--- src/rtl/ram_dump_tx.sv ---
// Streams a RAM region out of an 8N1 UART. The frame is the "TEKNOFEST" banner,
// then the 32-bit word count, then every word MSB first.
module ram_dump_tx #(
  parameter int CLKS_PER_BIT = 10417,
  parameter int ADDR_W       = 17,
  parameter int DATA_W       = 32
) (
  input  logic              clk_i,
  input  logic              rst_i,
  input  logic              start_i,
  input  logic [ADDR_W-1:0] base_addr_i,
  input  logic [31:0]       word_cnt_i,
  output logic              busy_o,
  output logic              done_o,
  output logic              rd_en_o,
  output logic [ADDR_W-1:0] rd_addr_o,
  input  logic [DATA_W-1:0] rd_data_i,
  output logic              tx_o
);

  localparam int CNT_W = $clog2(CLKS_PER_BIT + 1);

  typedef enum logic [2:0] {IDLE, HDR, LEN, RD, CAP, DATA, FIN} state_t;

  state_t state, state_next;

  logic [ADDR_W-1:0] addr;
  logic [31:0]       word_cnt_q;
  logic [31:0]       words_sent;
  logic [DATA_W-1:0] word_reg;
  logic [9:0]        tx_shift;
  logic [3:0]        bit_idx;
  logic [CNT_W-1:0]  clk_cnt;
  logic              tx_active;
  logic [3:0]        byte_idx;
  logic [3:0]        next_idx;
  logic              bit_end;
  logic              byte_done;
  logic              load_en;
  logic [7:0]        load_byte;
  logic [3:0]        load_idx;
  logic              word_end;

  function automatic logic [7:0] hdr_byte(input logic [3:0] i);
    case (i)
      4'd0:    return 8'h54;
      4'd1:    return 8'h45;
      4'd2:    return 8'h4B;
      4'd3:    return 8'h4E;
      4'd4:    return 8'h4F;
      4'd5:    return 8'h46;
      4'd6:    return 8'h45;
      4'd7:    return 8'h53;
      default: return 8'h54;
    endcase
  endfunction

  function automatic logic [7:0] word_byte(input logic [31:0] w, input logic [1:0] i);
    case (i)
      2'd0:    return w[31:24];
      2'd1:    return w[23:16];
      2'd2:    return w[15:8];
      default: return w[7:0];
    endcase
  endfunction

  assign bit_end   = tx_active && (clk_cnt == CNT_W'(CLKS_PER_BIT - 1));
  assign byte_done = bit_end && (bit_idx == 4'd9);
  assign next_idx  = byte_idx + 4'd1;
  assign rd_addr_o = addr;
  assign tx_o      = tx_active ? tx_shift[0] : 1'b1;

  always_ff @(posedge clk_i) begin
    if (rst_i) state <= IDLE;
    else       state <= state_next;
  end

  // The next byte is loaded on the same edge the previous stop bit ends,
  // so bytes inside a section go out with no gap.
  always_comb begin
    state_next = state;
    busy_o     = 1'b0;
    done_o     = 1'b0;
    rd_en_o    = 1'b0;
    load_en    = 1'b0;
    load_byte  = 8'h00;
    load_idx   = next_idx;
    word_end   = 1'b0;
    case (state)
      IDLE: begin
        if (start_i) begin
          state_next = HDR;
          load_en    = 1'b1;
          load_byte  = hdr_byte(4'd0);
          load_idx   = 4'd0;
        end
      end
      HDR: begin
        busy_o = 1'b1;
        if (byte_done) begin
          load_en = 1'b1;
          if (byte_idx == 4'd8) begin
            state_next = LEN;
            load_byte  = word_byte(word_cnt_q, 2'd0);
            load_idx   = 4'd0;
          end else begin
            load_byte = hdr_byte(next_idx);
          end
        end
      end
      LEN: begin
        busy_o = 1'b1;
        if (byte_done) begin
          if (byte_idx == 4'd3) begin
            state_next = (word_cnt_q != 32'd0) ? RD : FIN;
          end else begin
            load_en   = 1'b1;
            load_byte = word_byte(word_cnt_q, next_idx[1:0]);
          end
        end
      end
      RD: begin
        busy_o     = 1'b1;
        rd_en_o    = 1'b1;
        state_next = CAP;
      end
      CAP: begin
        busy_o     = 1'b1;
        state_next = DATA;
        load_en    = 1'b1;
        load_byte  = word_byte(rd_data_i, 2'd0);
        load_idx   = 4'd0;
      end
      DATA: begin
        busy_o = 1'b1;
        if (byte_done) begin
          if (byte_idx == 4'd3) begin
            word_end   = 1'b1;
            state_next = ((words_sent + 32'd1) == word_cnt_q) ? FIN : RD;
          end else begin
            load_en   = 1'b1;
            load_byte = word_byte(word_reg, next_idx[1:0]);
          end
        end
      end
      FIN: begin
        done_o     = 1'b1;
        state_next = IDLE;
      end
      default: state_next = IDLE;
    endcase
  end

  // Shifter holds {stop, data, start} and moves right once per bit period.
  always_ff @(posedge clk_i) begin
    if (rst_i) begin
      addr       <= '0;
      word_cnt_q <= '0;
      words_sent <= '0;
      word_reg   <= '0;
      tx_shift   <= '1;
      bit_idx    <= '0;
      clk_cnt    <= '0;
      tx_active  <= 1'b0;
      byte_idx   <= '0;
    end else begin
      if (state == IDLE && start_i) begin
        addr       <= base_addr_i;
        word_cnt_q <= word_cnt_i;
        words_sent <= '0;
      end
      if (state == CAP) word_reg <= rd_data_i;
      if (word_end) begin
        addr       <= addr + ADDR_W'(1);
        words_sent <= words_sent + 32'd1;
      end
      if (load_en) begin
        tx_shift  <= {1'b1, load_byte, 1'b0};
        bit_idx   <= '0;
        clk_cnt   <= '0;
        tx_active <= 1'b1;
        byte_idx  <= load_idx;
      end else if (tx_active) begin
        if (bit_end) begin
          clk_cnt <= '0;
          if (bit_idx == 4'd9) begin
            tx_active <= 1'b0;
          end else begin
            bit_idx  <= bit_idx + 4'd1;
            tx_shift <= {1'b1, tx_shift[9:1]};
          end
        end else begin
          clk_cnt <= clk_cnt + CNT_W'(1);
        end
      end
    end
  end

endmodule

--- config.mk ---
export PLATFORM = sky130hd
export DESIGN_NAME = ram_dump_tx
export DESIGN_NICKNAME = d
export VERILOG_FILES = /design/src/rtl/ram_dump_tx.sv
export SDC_FILE = /design/constraint.sdc
export NUM_CORES = 1
export LEC_CHECK = 0
export BUFFER_PORTS_ARGS = -buffer_cell sky130_fd_sc_hd__buf_2
export CAP_MARGIN = 20
export CORE_ASPECT_RATIO = 1.25
export CORE_MARGIN = 1.5
export CORE_UTILIZATION = 36
export CTS_CLUSTER_DIAMETER = 40
export DETAILED_ROUTE_END_ITERATION = 7
export HOLD_SLACK_MARGIN = 0.05
export PLACE_DENSITY = 0.58
export SYNTH_ARGS = -nofsm -noshare
export SYNTH_HDL_FRONTEND = slang
export SYNTH_SLANG_ARGS = --single-unit
--- constraint.sdc ---
create_clock -name clk_i -period 3 [get_ports clk_i]
set_input_delay 0.45 -clock clk_i [delete_from_list [all_inputs] [get_ports clk_i]]
set_output_delay 0.45 -clock clk_i [all_outputs]
set_load 0.03 [all_outputs]
After elaboration in Yosys (flattened, before gate mapping)
Memories as Yosys holds them, arrays and structs flattened.
Cells that the tools add are included.

word-level totals
  output and inout port bits = 21
  register bits after elaboration = 148
  memories kept = 1
  word-level logic and storage cells = 103
  bits in read-only memories = 40
  bits of input ports = 84

operators by class
  mux-type cells = 50
  add/sub/neg operators = 5
  eq/ne operators = 21
  bitwise operators = 1
  reduce and logical (&&, ||, !) cells = 15

memories
  name              depth  width  rd ports  clocked after memory_dff  wr ports  line  RTL
  (name not given)  8      5      1         0                         0         45    case (i)

operator list
  cell                                            count
  two-way mux 32 bit                              2
  two-way mux 8 bit                               7
  case mux 8 bit (3 select lines)                 2
  case mux 8 bit (5 select lines)                 1
  two-way mux 9 bit                               4
  two-way mux 17 bit                              2
  adder 32 x 1 -> 32 bit (second input constant)  1
  == test 32 bit                                  1
  nonzero test 32 bit                             1
  two-way mux 3 bit                               9
  case mux 3 bit (6 select lines)                 1
  adder 17 x 1 -> 17 bit (second input constant)  1
  != test 2 bit (second input constant)           8
  two-way mux 1 bit                               15
  adder 14 x 1 -> 14 bit (second input constant)  1
  == test 14 bit (second input constant)          1
  two-way mux 14 bit                              1
  two-way mux 4 bit                               3
  case mux 4 bit (3 select lines)                 1
  == test 3 bit (second input constant)           3
  adder 4 x 1 -> 4 bit (second input constant)    2
  == test 4 bit (second input constant)           2
  two-way mux 7 bit                               1
  AND reduction 7 bit                             1
  other kinds (14)                                21

Logic depth before layout (Yosys ltp)
  word-level depth = 7
  mapped depth = 12
  mapped depth without buffers = 11

Least setup slack after synthesis
No wires, ideal clock.

  path type = flip-flop to flip-flop
  from = reg words_sent[0]
  to = reg state[0]
  buffers on the path = 1
  slack = 0.200 ns
  period minus slack after synthesis = 2.800 ns
  data required time = 2.872 ns
  arrival time = 2.672 ns
  library setup time = 0.128 ns
  stages on the path, launching flop included = 12
  path through = dfxtp_1 -> ha_1 -> nand3_2 -> or3_1 -> clkbuf_1 -> nor2_1 -> nand3_1 -> xnor2_1 -> a2111oi_0 -> nor4b_4 -> o21a_1 -> nor2_1

between the ends
  longest elaborated chain between the ends = 6

ends and longest elaborated chain
  what                             line  RTL
  from (decl)                      29    logic [31:0] words_sent;
  from (signal assigned)           175   words_sent <= words_sent + 32'd1;
  adder 32 x 1 -> 32 bit           139   state_next = ((words_sent + 32'd1) == word_cnt_q) ? FIN : RD;
  == test 32 bit                   139
  two-way mux 3 bit                139
  two-way mux 3 bit                137   if (byte_idx == 4'd3) begin
  two-way mux 3 bit                136   if (byte_done) begin
  case mux 3 bit (6 select lines)  89    case (state)
  to (signal assigned)             75    else state <= state_next;
  to (decl)                        25    state_t state, state_next;

No other way between the ends. The select of a mux whose other input is x is not followed.
A chain may end at the register's enable or synchronous reset.

Worst setup path after layout
  from = reg words_sent[1]
  to = reg state[0]

The elaborated chain is that of the path after synthesis.

==> flow_summary.yaml <==
outcome:
  status: "finished clean"
clocking:
  cts.path.max_buffers: 2
  cts_hold_buf: 0
  clkSlewWorstSetupHoldPaths_ps: 60
  numCtsBuffers: 17
  numClockSinks: 148
  clk_latency_ps: 430
  h-tree-depth: 4
  cts_tree: "yes"
  clock-root-buffer: "clkbuf_16"
cells_and_area:
  syn_to_final_growth_pct: 17.8
  antenna_cells: 0
  fin_nets: 1275
  fillers: 2354
  layout-drive-gt1-share: 0.162
  layout_common_cells: "176 x nand2_1, 160 x a21oi_1, 147 x dfxtp_1, 103 x buf_2, 98 x nor2_1"
  final_common_cell: "nand2_1"
  fin_util: 0.434
yosys:
  syn_inst: 1097
  ys_types: 62
  synth_top_area_cell: "dfxtp_1"
  yosysWarnings: 0
  syn_nets: 1194
  syn_avg_cell_area_um2: 7.49
  netlist_area_um2: 8210
  synth_seq_cells: 148
  synth_top_area_frac: 0.361
  synth-edff-count: 0
  synthArstFlopShare: 0
  synth-main-ff-cell: "dfxtp_1"
  ys_seq_area_frac: 0.361
  synth_area_leaders: "dfxtp_1 36%, a21oi_1 9.7%, nand2_1 8.1%"
grt:
  gr-total-overflow: 0
  grt_max_degree: 73
  antenna_found_initial: 0
  grt_pass1_vias: 7700
  track_usage: 0.212
  grt_pass1_wl_mm: 40.7
route:
  dr.pass1.iters: 7
  drc: 0
  wl_per_cell_um: 17.1
  antenna_left: 0
  finalWirelength_mm: 25.2
  num_vias: 8159
  initialDrtViolationCount: 746
  routed_via_density: 5.54
power_and_ir_drop:
  internal_power_uw: 3630
  p_leak_uw: 0.00358
  max-vdd-ir-drop_mv: 0.407
  p_switching_uw: 1680
  total_power_uw: 5300
  combPwrFrac: 0.185
  clkPwrFrac: 0.392
  pwr-share-seq: 0.423
  switching_share: 0.316
  pwr_density_cell_nw_per_um2: 548
die:
  start_util: 0.369
  dieArea_um2: 23700
  coreArea_um2: 22300
  die_h_um: 172
  io_pins: 105
  core.rowCount: 61
  chipWidth_um: 138
placement:
  place.gp.congestion: 0.913
  hpwl_mm: 18.1
  portBuffers: 104
worst_setup_path:
  start_kind: "flop"
  critical_path_class: "reg -> reg"
  worstPathRequired_ps: 3310
  arrival_ps: 3150
  cp_common_cell: "o21a_1"
  slowest_delay_ps: 500
  path_max_fanout: 9
  cp-end-kind: "flop"
  critPathSlowestCell: "or4_4"
  path_cells: "ha_2 -> nand3_2 -> buf_4 -> or4b_1 -> o2111ai_1 -> o21a_1 -> o211ai_1 -> or4_4 -> nor4b_4 -> o21a_1 -> nor2_1"
sta:
  fin_crit_ps: 2840
  drv_slew: 0
  finClkSkew_ps: 8.55
  slew_headroom: 0.327
  hold_ws_ps: 251
  fmaxAchievable_ghz: 0.352
  finalSetupViolCount: 0
  fin_tns_setup_ps: 0
  tightest_slew_ps: 1010
  rsz0062_at_grt: "false"
  fin_crit_sh: 0.947
  final-hold-violation-count: 0
run:
  cap_violations: 0
worst_hold_path:
  hp-class: "in -> reg"
-- logic make-up after synthesis --
kind of cell,share of synthesized area
simple gates,0.276
compound gates,0.212
flops,0.361
buf+inv,0.0475
xor+xnor,0.0650
mux,0.0184
fa+ha+maj,0.0198
-- worst max-delay path: cells and delay by family, from the launching register on --
family	cells	cell delay, ps
AO/OA/AOI/OAI	4	510
adder cells (fa/ha/maj)	1	260
buffers and inverters	1	190
flip-flops	1	380
AND/OR/NAND/NOR	5	1370
-- worst paths after layout --
path	from	endpoint	slack, ps	depth (start not counted)
worst max register to register	words_sent[1]	state[0]	160	11
worst min-delay path	rd_data_i[16]	word_reg[16]	250	3
worst max-delay path	words_sent[1]	state[0]	160	11
worst min register to register	word_reg[29]	word_reg[29]	460	2
-- synthesized netlist by cell type (10+ instances only) --
master and number:
a21oi_1 160, xor2_1 20, clkbuf_1 67, a222oi_1 16
dfxtp_1 148, ha_1 13, or3_1 11, mux2i_1 14
nand2_1 177, nand3b_1 10, o21ai_0 53, nand3_1 30
nor4_1 16, inv_1 20, nand4_1 23, and3_1 25
nor2_1 100, nor3_1 15, xnor2_1 41
-- metal layers --
metal  track usage  vias up  part of all wire
met5             0        -                 0
met4        0.0952        0             0.034
met3        0.0338       49             0.053
met2         0.354      262              0.47
met1         0.271     3789              0.44
li1              -     4059                 -
-- per-stage QoR --
stage	worst slack (ps)	instances	cell area, um2
2_1_floorplan	200	1097	8210
4_1_cts	84.8	1474	9650
5_1_grt	5.99	1474	9680
3_3_place_gp	187	1442	9080
3_5_place_dp	98.0	1442	9080
6_report	158	1474	9680
-- what timing repair did --
action / CTS / global route
buffers inserted: 0 / 0
resized for setup: 0 / 8
setup endpoints to repair: 0 / 5
-- area by class of cell --
class | instances | area (um2) | area share
clock buffers | 20 | 447 | 0.0461
clock inverters | 12 | 123 | 0.0127
inverters | 21 | 78.8 | 0.00814
multi-input cells | 848 | 4890 | 0.505
flip-flops and latches | 148 | 2960 | 0.306
well taps | 283 | 354 | 0.0366
repair buffers | 142 | 821 | 0.0848
-- power by group through the flow --
stage          Combinational (uW)  Sequential (uW)  Clock, uW
2_1_floorplan                 641             2260          0
3_3_place_gp                  967             2280          0
3_5_place_dp                  972             2280          0
4_1_cts                       976             2240       2130
5_1_grt                      1080             2250       2210
6_report                      983             2240       2080
(Power assumes the default switching activity.)
